<file path="src/rtl/imm_gen_pipe.sv">
// RISC-V immediate generator behind a two-entry skid buffer with a registered in_ready.
// Optional feature: define IMM_GEN_CSR_EN to decode CSR immediate forms (csrrwi/csrrsi/csrrci) as fmt 7.
module imm_gen_pipe #(
    parameter int XLEN  = 32,
    parameter int TAG_W = 5
) (
    input  logic             clk,
    input  logic             reset,
    input  logic             flush,
    input  logic             in_valid,
    output logic             in_ready,
    input  logic [31:0]      in_inst,
    input  logic [TAG_W-1:0] in_tag,
    output logic             out_valid,
    input  logic             out_ready,
    output logic [XLEN-1:0]  out_imm,
    output logic [2:0]       out_fmt,
    output logic [TAG_W-1:0] out_tag
);

    typedef enum logic [1:0] {
        EMPTY = 2'd0,
        ONE   = 2'd1,
        TWO   = 2'd2
    } state_t;

    state_t            r_state;
    logic              r_in_ready;
    logic              r_out_valid;
    logic [XLEN-1:0]   r_main_imm;
    logic [2:0]        r_main_fmt;
    logic [TAG_W-1:0]  r_main_tag;
    logic [XLEN-1:0]   r_skid_imm;
    logic [2:0]        r_skid_fmt;
    logic [TAG_W-1:0]  r_skid_tag;

    logic [6:0]        w_opcode;
    logic [2:0]        w_funct3;
    logic              w_is_shift;
    logic [XLEN-1:0]   w_imm;
    logic [2:0]        w_fmt;
    logic              w_accept;
    logic              w_deliver;

    assign w_opcode   = in_inst[6:0];
    assign w_funct3   = in_inst[14:12];
    assign w_is_shift = (w_funct3 == 3'b001) || (w_funct3 == 3'b101);

    // Decode is purely combinational on the incoming word; only the result is buffered.
    always_comb begin
        w_imm = '0;
        w_fmt = 3'd0;
        case (w_opcode)
            7'b0000011, 7'b1100111: begin
                w_imm = XLEN'($signed(in_inst[31:20]));
                w_fmt = 3'd1;
            end
            7'b0010011: begin
                if (w_is_shift) begin
                    w_imm = (XLEN == 32) ? XLEN'(in_inst[24:20]) : XLEN'(in_inst[25:20]);
                    w_fmt = 3'd6;
                end else begin
                    w_imm = XLEN'($signed(in_inst[31:20]));
                    w_fmt = 3'd1;
                end
            end
            7'b0011011: begin
                if (XLEN == 64) begin
                    if (w_is_shift) begin
                        w_imm = XLEN'(in_inst[24:20]);
                        w_fmt = 3'd6;
                    end else begin
                        w_imm = XLEN'($signed(in_inst[31:20]));
                        w_fmt = 3'd1;
                    end
                end
            end
            7'b0100011: begin
                w_imm = XLEN'($signed({in_inst[31:25], in_inst[11:7]}));
                w_fmt = 3'd2;
            end
            7'b1100011: begin
                w_imm = XLEN'($signed({in_inst[31], in_inst[7], in_inst[30:25], in_inst[11:8], 1'b0}));
                w_fmt = 3'd3;
            end
            7'b0110111, 7'b0010111: begin
                w_imm = XLEN'($signed({in_inst[31:12], 12'b0}));
                w_fmt = 3'd4;
            end
            7'b1101111: begin
                w_imm = XLEN'($signed({in_inst[31], in_inst[19:12], in_inst[20], in_inst[30:21], 1'b0}));
                w_fmt = 3'd5;
            end
`ifdef IMM_GEN_CSR_EN
            7'b1110011: begin
                if (w_funct3[2] && (w_funct3[1:0] != 2'b00)) begin
                    w_imm = XLEN'(in_inst[19:15]);
                    w_fmt = 3'd7;
                end
            end
`endif
            default: begin
            end
        endcase
    end

    assign w_accept  = in_valid && r_in_ready;
    assign w_deliver = r_out_valid && out_ready;

    // in_ready is derived from the next state so it never depends combinationally on out_ready.
    always_ff @(posedge clk) begin
        if (reset) begin
            r_state     <= EMPTY;
            r_in_ready  <= 1'b1;
            r_out_valid <= 1'b0;
            r_main_imm  <= '0;
            r_main_fmt  <= 3'd0;
            r_main_tag  <= '0;
            r_skid_imm  <= '0;
            r_skid_fmt  <= 3'd0;
            r_skid_tag  <= '0;
        end else if (flush) begin
            r_state     <= EMPTY;
            r_in_ready  <= 1'b1;
            r_out_valid <= 1'b0;
        end else begin
            case (r_state)
                EMPTY: begin
                    if (w_accept) begin
                        r_main_imm  <= w_imm;
                        r_main_fmt  <= w_fmt;
                        r_main_tag  <= in_tag;
                        r_state     <= ONE;
                        r_out_valid <= 1'b1;
                    end
                end
                ONE: begin
                    if (w_accept && !w_deliver) begin
                        r_skid_imm <= w_imm;
                        r_skid_fmt <= w_fmt;
                        r_skid_tag <= in_tag;
                        r_state    <= TWO;
                        r_in_ready <= 1'b0;
                    end else if (w_accept && w_deliver) begin
                        r_main_imm <= w_imm;
                        r_main_fmt <= w_fmt;
                        r_main_tag <= in_tag;
                    end else if (w_deliver) begin
                        r_state     <= EMPTY;
                        r_out_valid <= 1'b0;
                    end
                end
                TWO: begin
                    if (w_deliver) begin
                        r_main_imm <= r_skid_imm;
                        r_main_fmt <= r_skid_fmt;
                        r_main_tag <= r_skid_tag;
                        r_state    <= ONE;
                        r_in_ready <= 1'b1;
                    end
                end
                default: begin
                    r_state     <= EMPTY;
                    r_in_ready  <= 1'b1;
                    r_out_valid <= 1'b0;
                end
            endcase
        end
    end

    assign in_ready  = r_in_ready;
    assign out_valid = r_out_valid;
    assign out_imm   = r_main_imm;
    assign out_fmt   = r_main_fmt;
    assign out_tag   = r_main_tag;

endmodule
</file>
<file path="config.mk">
export PLATFORM = sky130hd
export DESIGN_NAME = imm_gen_pipe
export DESIGN_NICKNAME = d
export VERILOG_FILES = /design/src/rtl/imm_gen_pipe.sv
export SDC_FILE = /design/constraint.sdc
export NUM_CORES = 1
export LEC_CHECK = 0
export CAP_MARGIN = 20
export CORE_MARGIN = 5
export CORE_UTILIZATION = 30
export DETAILED_ROUTE_END_ITERATION = 16
export GPL_ROUTABILITY_DRIVEN = 0
export PLACE_DENSITY_LB_ADDON = 0.15
export RECOVER_POWER = 50
export SLEW_MARGIN = 10
export SYNTH_ARGS = -nofsm -noshare
export SYNTH_HDL_FRONTEND = slang
export SYNTH_SLANG_ARGS = --single-unit
export TNS_END_PERCENT = 50
</file>
<file path="constraint.sdc">
create_clock -name clk -period 5.4 [get_ports clk]
set_clock_uncertainty 0.2 [all_clocks]
set_input_delay 0.81 -clock clk [delete_from_list [all_inputs] [get_ports clk]]
set_output_delay 0.81 -clock clk [all_outputs]
set_load 0.01 [all_outputs]
</file>
# [Word-level counts from Yosys, hierarchy flattened]
# Cells that the tools add are included.
[word_totals] register_bits=84 inputBits=42 out_inout_bits=42 elab_cells=82
[op_classes] n_eq_ne=21 n_mux=33 n_bitwise=3 n_reduce_logical=16
[op_table] operator="$pmux W32 S6" n=1
[op_table] operator="$mux W32" n=5
[op_table] operator="$pmux W32 S3" n=1
[op_table] operator="$eq A7 B7 Y1 const B" n=3
[op_table] operator="$mux W5" n=4
[op_table] operator="$pmux W3 S6" n=1
[op_table] operator="$mux W3" n=5
[op_table] operator="$pmux W5 S3" n=1
[op_table] operator="$eq A7 B5 Y1 const B" n=2
[op_table] operator="$eq A7 B6 Y1 const B" n=2
[op_table] operator="$ne A2 B2 Y1 const B" n=7
[op_table] operator="$mux W2" n=5
[op_table] operator="$pmux W3 S3" n=1
[op_table] operator="$eq A7 B2 Y1 const B" n=1
[op_table] operator="$mux W1" n=6
[op_table] operator="$ne A3 B3 Y1 const B" n=2
[op_table] operator="$pmux W1 S3" n=2
[op_table] operator="$pmux W2 S3" n=1
[op_table] operator="$reduce_and A3 Y1" n=2
[op_table] operator="$reduce_and A6 Y1" n=1
[op_table] operator="$reduce_or A2 Y1" n=3
[op_table] operator="$reduce_and A5 Y1" n=1
[op_table] operator="$logic_and A1 B1 Y1" n=4
[op_table] operator="$reduce_and A4 Y1" n=1
[op_table] operator="9 further kinds" n=11

# [Depth between registers and ports, before layout]
# Gate-level depths: netlist of run 1.
[depth] ltp_word=7 ltp_mapped=7 ltp_nobuf=5

# [Worst setup path after synthesis of run 1]
# OpenSTA, ideal clock, no wires.
[synth_timing] kind="input to register" from="in in_inst[6]" to="reg r_main_imm[23], in the netlist out_imm[23]" setup_time_ns=0.100 t_arrival_ns=1.976 t_required_ns=5.100 slack_ns=3.125 path_stages=5 path_buffers=2 cell_sequence="buf_2 nor4_4 buf_2 nand2_1 a2111oi_4"
[synth_between] elab_chain_len=6 elab_cells_between_ends=15 cone_classes="eq/ne: 8; mux: 5; reduce/logical: 2"
[synth_rtl] element="start, declared" line="12" text="input logic [31:0] in_inst,"
[synth_rtl] element="$eq A7 B6 Y1 (tied with other cells)" line="53" text="case (w_opcode)"
[synth_rtl] element="$reduce_or A2 Y1" line="53"
[synth_rtl] element="$pmux W32 S6 (*)" line="53"
[synth_rtl] element="$mux W32" line="144" text="end else if (w_accept && w_deliver) begin"
[synth_rtl] element="$mux W32" line="138" text="if (w_accept && !w_deliver) begin"
[synth_rtl] element="$pmux W32 S3 (*)" line="127" text="case (r_state)"
[synth_rtl] element="end signal, assigned" line="130" text="r_main_imm <= w_imm;"
[synth_rtl] element="end signal, assigned" line="145" text="r_main_imm <= w_imm;"
[synth_rtl] element="end signal, assigned" line="155" text="r_main_imm <= r_skid_imm;"
[synth_rtl] element="end, declared" line="30" text="logic [XLEN-1:0] r_main_imm;"
# Every way passes the cells marked *; elsewhere a longest branch is shown, timed or not. The select of a mux whose other input is x is not followed.
# A chain may end at the register's enable or synchronous reset.

# [Worst setup path in the final report of run 1]
[layout_timing] from="in flush" to="reg r_skid_imm[31]"
[layout_between] elab_chain_len=2
[layout_rtl] element="start, declared" line="9" text="input logic flush,"
[layout_rtl] element="$not A1 Y1 (no line)"
[layout_rtl] element="$reduce_and A3 Y1 (no line)"
[layout_rtl] element="end signal, assigned" line="139" text="r_skid_imm <= w_imm;"
[layout_rtl] element="end, declared" line="33" text="logic [XLEN-1:0] r_skid_imm;"
# Every way passes these cells.

==> impl_metrics.ini, run 1 <==
[die]
core-area_sq_um = 12600
die_width_microns = 123
die_height_microns = 123
floorplan.initialDensity_pct = 30.5
design.die.area_sq_um = 15100
placement_rows = 41
i_o_pins = 84

[final_layout]
filler_cell_count = 1297
syn_to_final_growth_pct = 31.6
post-route-util_pct = 40.1
antenna-diode-count = 0
layout_cells_sized_above_1_pct = 7.96
nNetsFinal = 553
layout.area.seq_sq_um = 1680
multi_input_area_sq_um = 1970

[yosys]
register_area_share_after_synthesis_pct = 43.9
post_synth_num_cell_types = 46
synth_ff_type = dfxtp_1
yosys_register_bits = 84
synth_edf_count = 0
synthMostInstantiatedCell = dfxtp_1
avgSynthCellArea_sq_um = 8.60
netlist_area_before_placement_sq_um = 3830
yosys.area.top_type = dfxtp_1
synth.top_cells.by_count = dfxtp_1 (84), nand2_1 (72), nor2_1 (70), a211oi_1 (34)
netlist_top_cells_area = dfxtp_1 (44%), nand2_1 (7.0%), nor2_1 (6.9%)
synth_cells = 446
yosysWarnings = 0
postSynthNetCount = 488
proportion_of_synthesized_flip_flops_having_asynchronous_set_or_reset_pct = 0
post-synth-top-area-fraction_pct = 43.9

[worst_setup_path]
cp.required_ns = 5.44
ws_path_type = in -> reg
rrSetupSlack_ns = 1.83
path_max_fanout = 32
timing.rr.end = r_skid_imm[31]
critical_path.startpoint = flush
critPathLaunchType = primary input
regToRegStartpoint = r_state[1]
critPathCaptureType = register
reg2reg_depth = 5
timing.critical_path.arrival_ns = 4.36

[grt]
grt_pass1_wl_mm = 18.0
grt_antenna_before_repair = 0
number_of_global_route_vias_before_repair = 3371
grt_use_total_pct = 15.1
gr-total-overflow = 0
maximum_number_of_pins_on_one_net_before_global_route_repair = 47

[pwr]
p_per_area_nw_per_um2 = 298
static-leakage-power_uw = 0.00172
power.ir.vdd_worst_mv = 0.143

[timing]
report.final.hold_viol_count = 0
rsz0062_at_grt = false
setup-violations-final = 0
worst_slew_pin_slew_ns = 1.85
max-slew-margin-rel_pct = -23.2
post-route-period-util_pct = 80.0
post-route-min-period_ns = 4.32
fmax_ghz = 0.232
final_max_tran_viols = 109
finalSetupTns_ns = 0

[clock_tree]
tritoncts_num_sinks = 84
clock_insertion_delay_worst_skew_ns = 0.33
cts-root-buf = clkbuf_16
worst_setup_hold_path_clk_slew_ns = 0.06
post_cts_setup_buffers = 0
tritoncts.num_buffers = 9
clock_tree.htree_level_count = 3
cts_hold_repair.buffers = 0
cts_resized = 0
cts_tree = built
clock_tree.buffer_depth = 2

[route]
drt_wl_total_mm = 10.9
routed_vias = 3415
drt_iter0_drc = 215
routed_wirelength_normalized_by_instance_count_microns = 15.9
route.detailed.vias_per_inst = 4.97
post-route-drc-count = 0
drt.antenna.violating_nets = 0
drt_first_pass_iters = 4

[worst_hold_path]
worst_hold_path_type = reg -> reg
hold_path_end = r_skid_imm[10]
worstHoldPathCells = 2
worstHoldStart = r_skid_imm[10]

[place]
io_buf_count = 83
place.detailed.hpwl_mm = 7.47

[status]
violations = capacitance limit, slew limit
run_status = complete, but fails checks

[job]
max_cap_viols = 3
==> worst max-delay path, stage by stage <==
cell and delay, ns:
dlygate4sd3_1 0.64, nand4bb_1 0.41, nor2_1 0.92, clkbuf_1 1.17, o211ai_1 0.20, a21oi_1 0.20
==> layout by cell type (no fill, tap or decap), types with 7 or more instances in the layout <==
cell type / Yosys / layout
clkdlybuf4s50_1: 0 / 38
a2111oi_2: 7 / 7
dlygate4sd3_1: 0 / 44
o21ai_0: 7 / 7
nand3_1: 19 / 19
a21oi_1: 19 / 19
nor3_1: 14 / 14
clkbuf_16: 0 / 9
nand2_1: 72 / 72
a211oi_1: 34 / 34
nor2_1: 70 / 71
o22ai_1: 12 / 12
dfxtp_1: 84 / 84
==> flip-flops by register name, indices dropped and copies added (netlist names) <==
name and flops:
r_state 2, in_ready 1, out_tag 5, out_valid 1, out_imm 32, r_skid_tag 5
r_skid_imm 32, out_fmt 3, r_skid_fmt 3
==> report_power, final <==
group | switching, uW | internal (uW) | total (uW)
clock | 246 | 427 | 673
combinational | 93.1 | 81.9 | 175
sequential | 12.3 | 642 | 654
total | 351 | 1150 | 1500
==> metrics by stage <==
step	total power, uW	cells	cell area [sq um]	setup WS (ns)	hold WS [ns]
after global routing	1560	687	5040	0.780	0.277
final	1500	687	5040	1.08	0.252
after global placement	852	671	4740	1.63	0.239
after CTS	1530	686	5070	1.86	0.253
after floorplan	763	446	3830	3.12	0.232
after detailed placement	853	671	4740	1.50	0.244
==> cells by family after synthesis <==
logic type	after synthesis	share of synthesized area, %
and+or+nand+nor	210	26.1
AOI/OAI and AO/OA	117	25.4
DFF	84	43.9
buffers and inverters	34	4.34
xor gates and xnor gates	1	0.229
==> metal layers <==
| metal | up-vias | global-route usage (%) | routed length, microns |
|---|---|---|---|
| li1 | 1740 | - | - |
| met1 | 1569 | 21.1 | 5180 |
| met2 | 94 | 23.1 | 4940 |
| met3 | 12 | 3.39 | 674 |
| met4 | 0 | 5.05 | 149 |
| met5 | - | 0 | 0 |
==> final cells by class <==
cell class	instances	area share, %
clock inverters	4	1.44
clock buffers	11	5.01
flip-flops and latches	84	33.3
repair buffers	88	16.9
multi-input cells	328	39.0
well taps	172	4.27
==> how the worst max path moves through the flow <==
stage                           to  cells past startpoint  slack, ns
global placement    r_skid_imm[26]                      6       1.63
CTS                 r_skid_imm[26]                      6       1.86
floorplan              out_imm[23]                      5       3.12
detailed placement  r_skid_imm[24]                      6       1.50
global route        r_skid_imm[31]                      6       0.78
finish              r_skid_imm[31]                      6       1.08
Power figures use the tool's default switching activity.
==> inputs of run 2 (changes only) <==
==> constraint.sdc (replaced) <==
create_clock -name clk -period 4 [get_ports clk]
set_clock_uncertainty 0.2 [all_clocks]
set_input_delay 0.6 -clock clk [delete_from_list [all_inputs] [get_ports clk]]
set_output_delay 0.6 -clock clk [all_outputs]
set_load 0.01 [all_outputs]
==> impl_metrics.ini, run 2 (synthesis gave the netlist of run 1 again) <==
[status]
run_status = complete, but fails checks
violations = capacitance limit, slew limit

[timing]
fmax_ghz = 0.308
post-route-period-util_pct = 81.3
setup-violations-final = 0
post-route-min-period_ns = 3.25
finalSetupTns_ns = 0
final_max_tran_viols = 53
worst_slew_pin_slew_ns = 2.54
report.final.hold_viol_count = 0
max-slew-margin-rel_pct = -69.1
rsz0062_at_grt = false

[grt]
maximum_number_of_pins_on_one_net_before_global_route_repair = 53
grt_pass1_wl_mm = 18.6
gr-total-overflow = 0
grt_antenna_before_repair = 0
grt_use_total_pct = 15.7
number_of_global_route_vias_before_repair = 3423

[worst_setup_path]
critPathLaunchType = primary input
regToRegStartpoint = in_ready
ws_path_type = in -> reg
worst_setup_path_endpoint = out_imm[26]
critical_path.startpoint = reset
critPathCaptureType = register
cp.required_ns = 3.96
rrSetupSlack_ns = 1.66
path_max_fanout = 52
reg2reg_depth = 5
timing.critical_path.arrival_ns = 3.21
timing.rr.end = out_imm[30]

[die]
floorplan.initialDensity_pct = 30.5
die_width_microns = 123
design.die.area_sq_um = 15100
die_height_microns = 123
core-area_sq_um = 12600
i_o_pins = 84
placement_rows = 41

[route]
drt.antenna.violating_nets = 0
post-route-drc-count = 0
route.detailed.vias_per_inst = 5.02
drt_first_pass_iters = 4
drt_wl_total_mm = 11.3
drt_iter0_drc = 265
routed_vias = 3469
routed_wirelength_normalized_by_instance_count_microns = 16.4

[final_layout]
layout.cells.most_common_list = dfxtp_1 (84), nand2_1 (72), nor2_1 (70)
final_cells = 691
antenna-diode-count = 0
layout_cells_sized_above_1_pct = 8.67
mostFrequentLayoutCell = dfxtp_1
nNetsFinal = 557
syn_to_final_growth_pct = 32.3

[place]
io_buf_count = 83
place.detailed.hpwl_mm = 7.83
placed_cells = 676

[pwr]
p_per_area_nw_per_um2 = 383
power.ir.vdd_worst_mv = 0.189
static-leakage-power_uw = 0.00173

[clock_tree]
cts_tree = built
cts_hold_repair.buffers = 0
tritoncts_num_sinks = 84
clock_insertion_delay_worst_skew_ns = 0.33
worst_setup_hold_path_clk_slew_ns = 0.06
cts_resized = 0
cts-root-buf = clkbuf_16
tritoncts.num_buffers = 9
clock_tree.htree_level_count = 3
clock_tree.buffer_depth = 2
post_cts_setup_buffers = 0

[job]
max_cap_viols = 1

[worst_hold_path]
worst_hold_path_type = reg -> reg
-- run 2: cell type report --
class | instances | area (sq um)
multi-input combinational | 328 | 1990
clock buffer | 13 | 250
clock inverter | 2 | 35.0
tap | 172 | 215
fill | 1254 | 7500
sequential | 84 | 1680
timing repair buffer | 92 | 898
-- run 2: how the worst min path moves through the flow --
| stage | startpoint | to | slack [ns] | cells past startpoint |
|---|---|---|---|---|
| 3_5_place_dp | r_skid_imm[5] | r_skid_imm[5] | 0.25 | 2 |
| 2_1_floorplan | r_skid_imm[10] | r_skid_imm[10] | 0.23 | 2 |
| 4_1_cts | r_skid_imm[5] | r_skid_imm[5] | 0.25 | 2 |
| 3_3_place_gp | r_skid_imm[5] | r_skid_imm[5] | 0.24 | 2 |
| 6_report | r_skid_imm[6] | r_skid_imm[6] | 0.25 | 2 |
| 5_1_grt | r_skid_imm[5] | r_skid_imm[5] | 0.27 | 2 |
-- run 2: worst max-delay path, cell delays in order --
cell and delay (ns):
clkbuf_1 1.76, clkbuf_2 0.72, a2111oi_2 0.09
-- run 2: through the flow --
step	power [uW]	hold slack [ns]	cell area, sq um	utilization (%)	setup slack (ns)
after floorplan	1030	0.232	3830	-	1.93
after global placement	1150	0.240	4790	38.1	0.815
after detailed placement	1160	0.245	4790	38.1	0.754
after CTS	1980	0.253	5080	40.4	1.10
after global routing	2020	0.269	5070	40.3	0.530
final	1940	0.252	5070	40.3	0.749
-- run 2: metal layers --
metal  wire length, microns  track usage, %
met3                    550            2.52
met4                    182            5.81
met5                      0               0
met1                   5520            22.6
met2                   5100            23.7
-- run 2: power breakdown --
part           total (uW)  switching, uW  internal (uW)  leakage (uW)
Sequential            884           17.6            866      0.000682
Clock                 816            319            497      0.000140
Combinational         243            129            114      0.000912
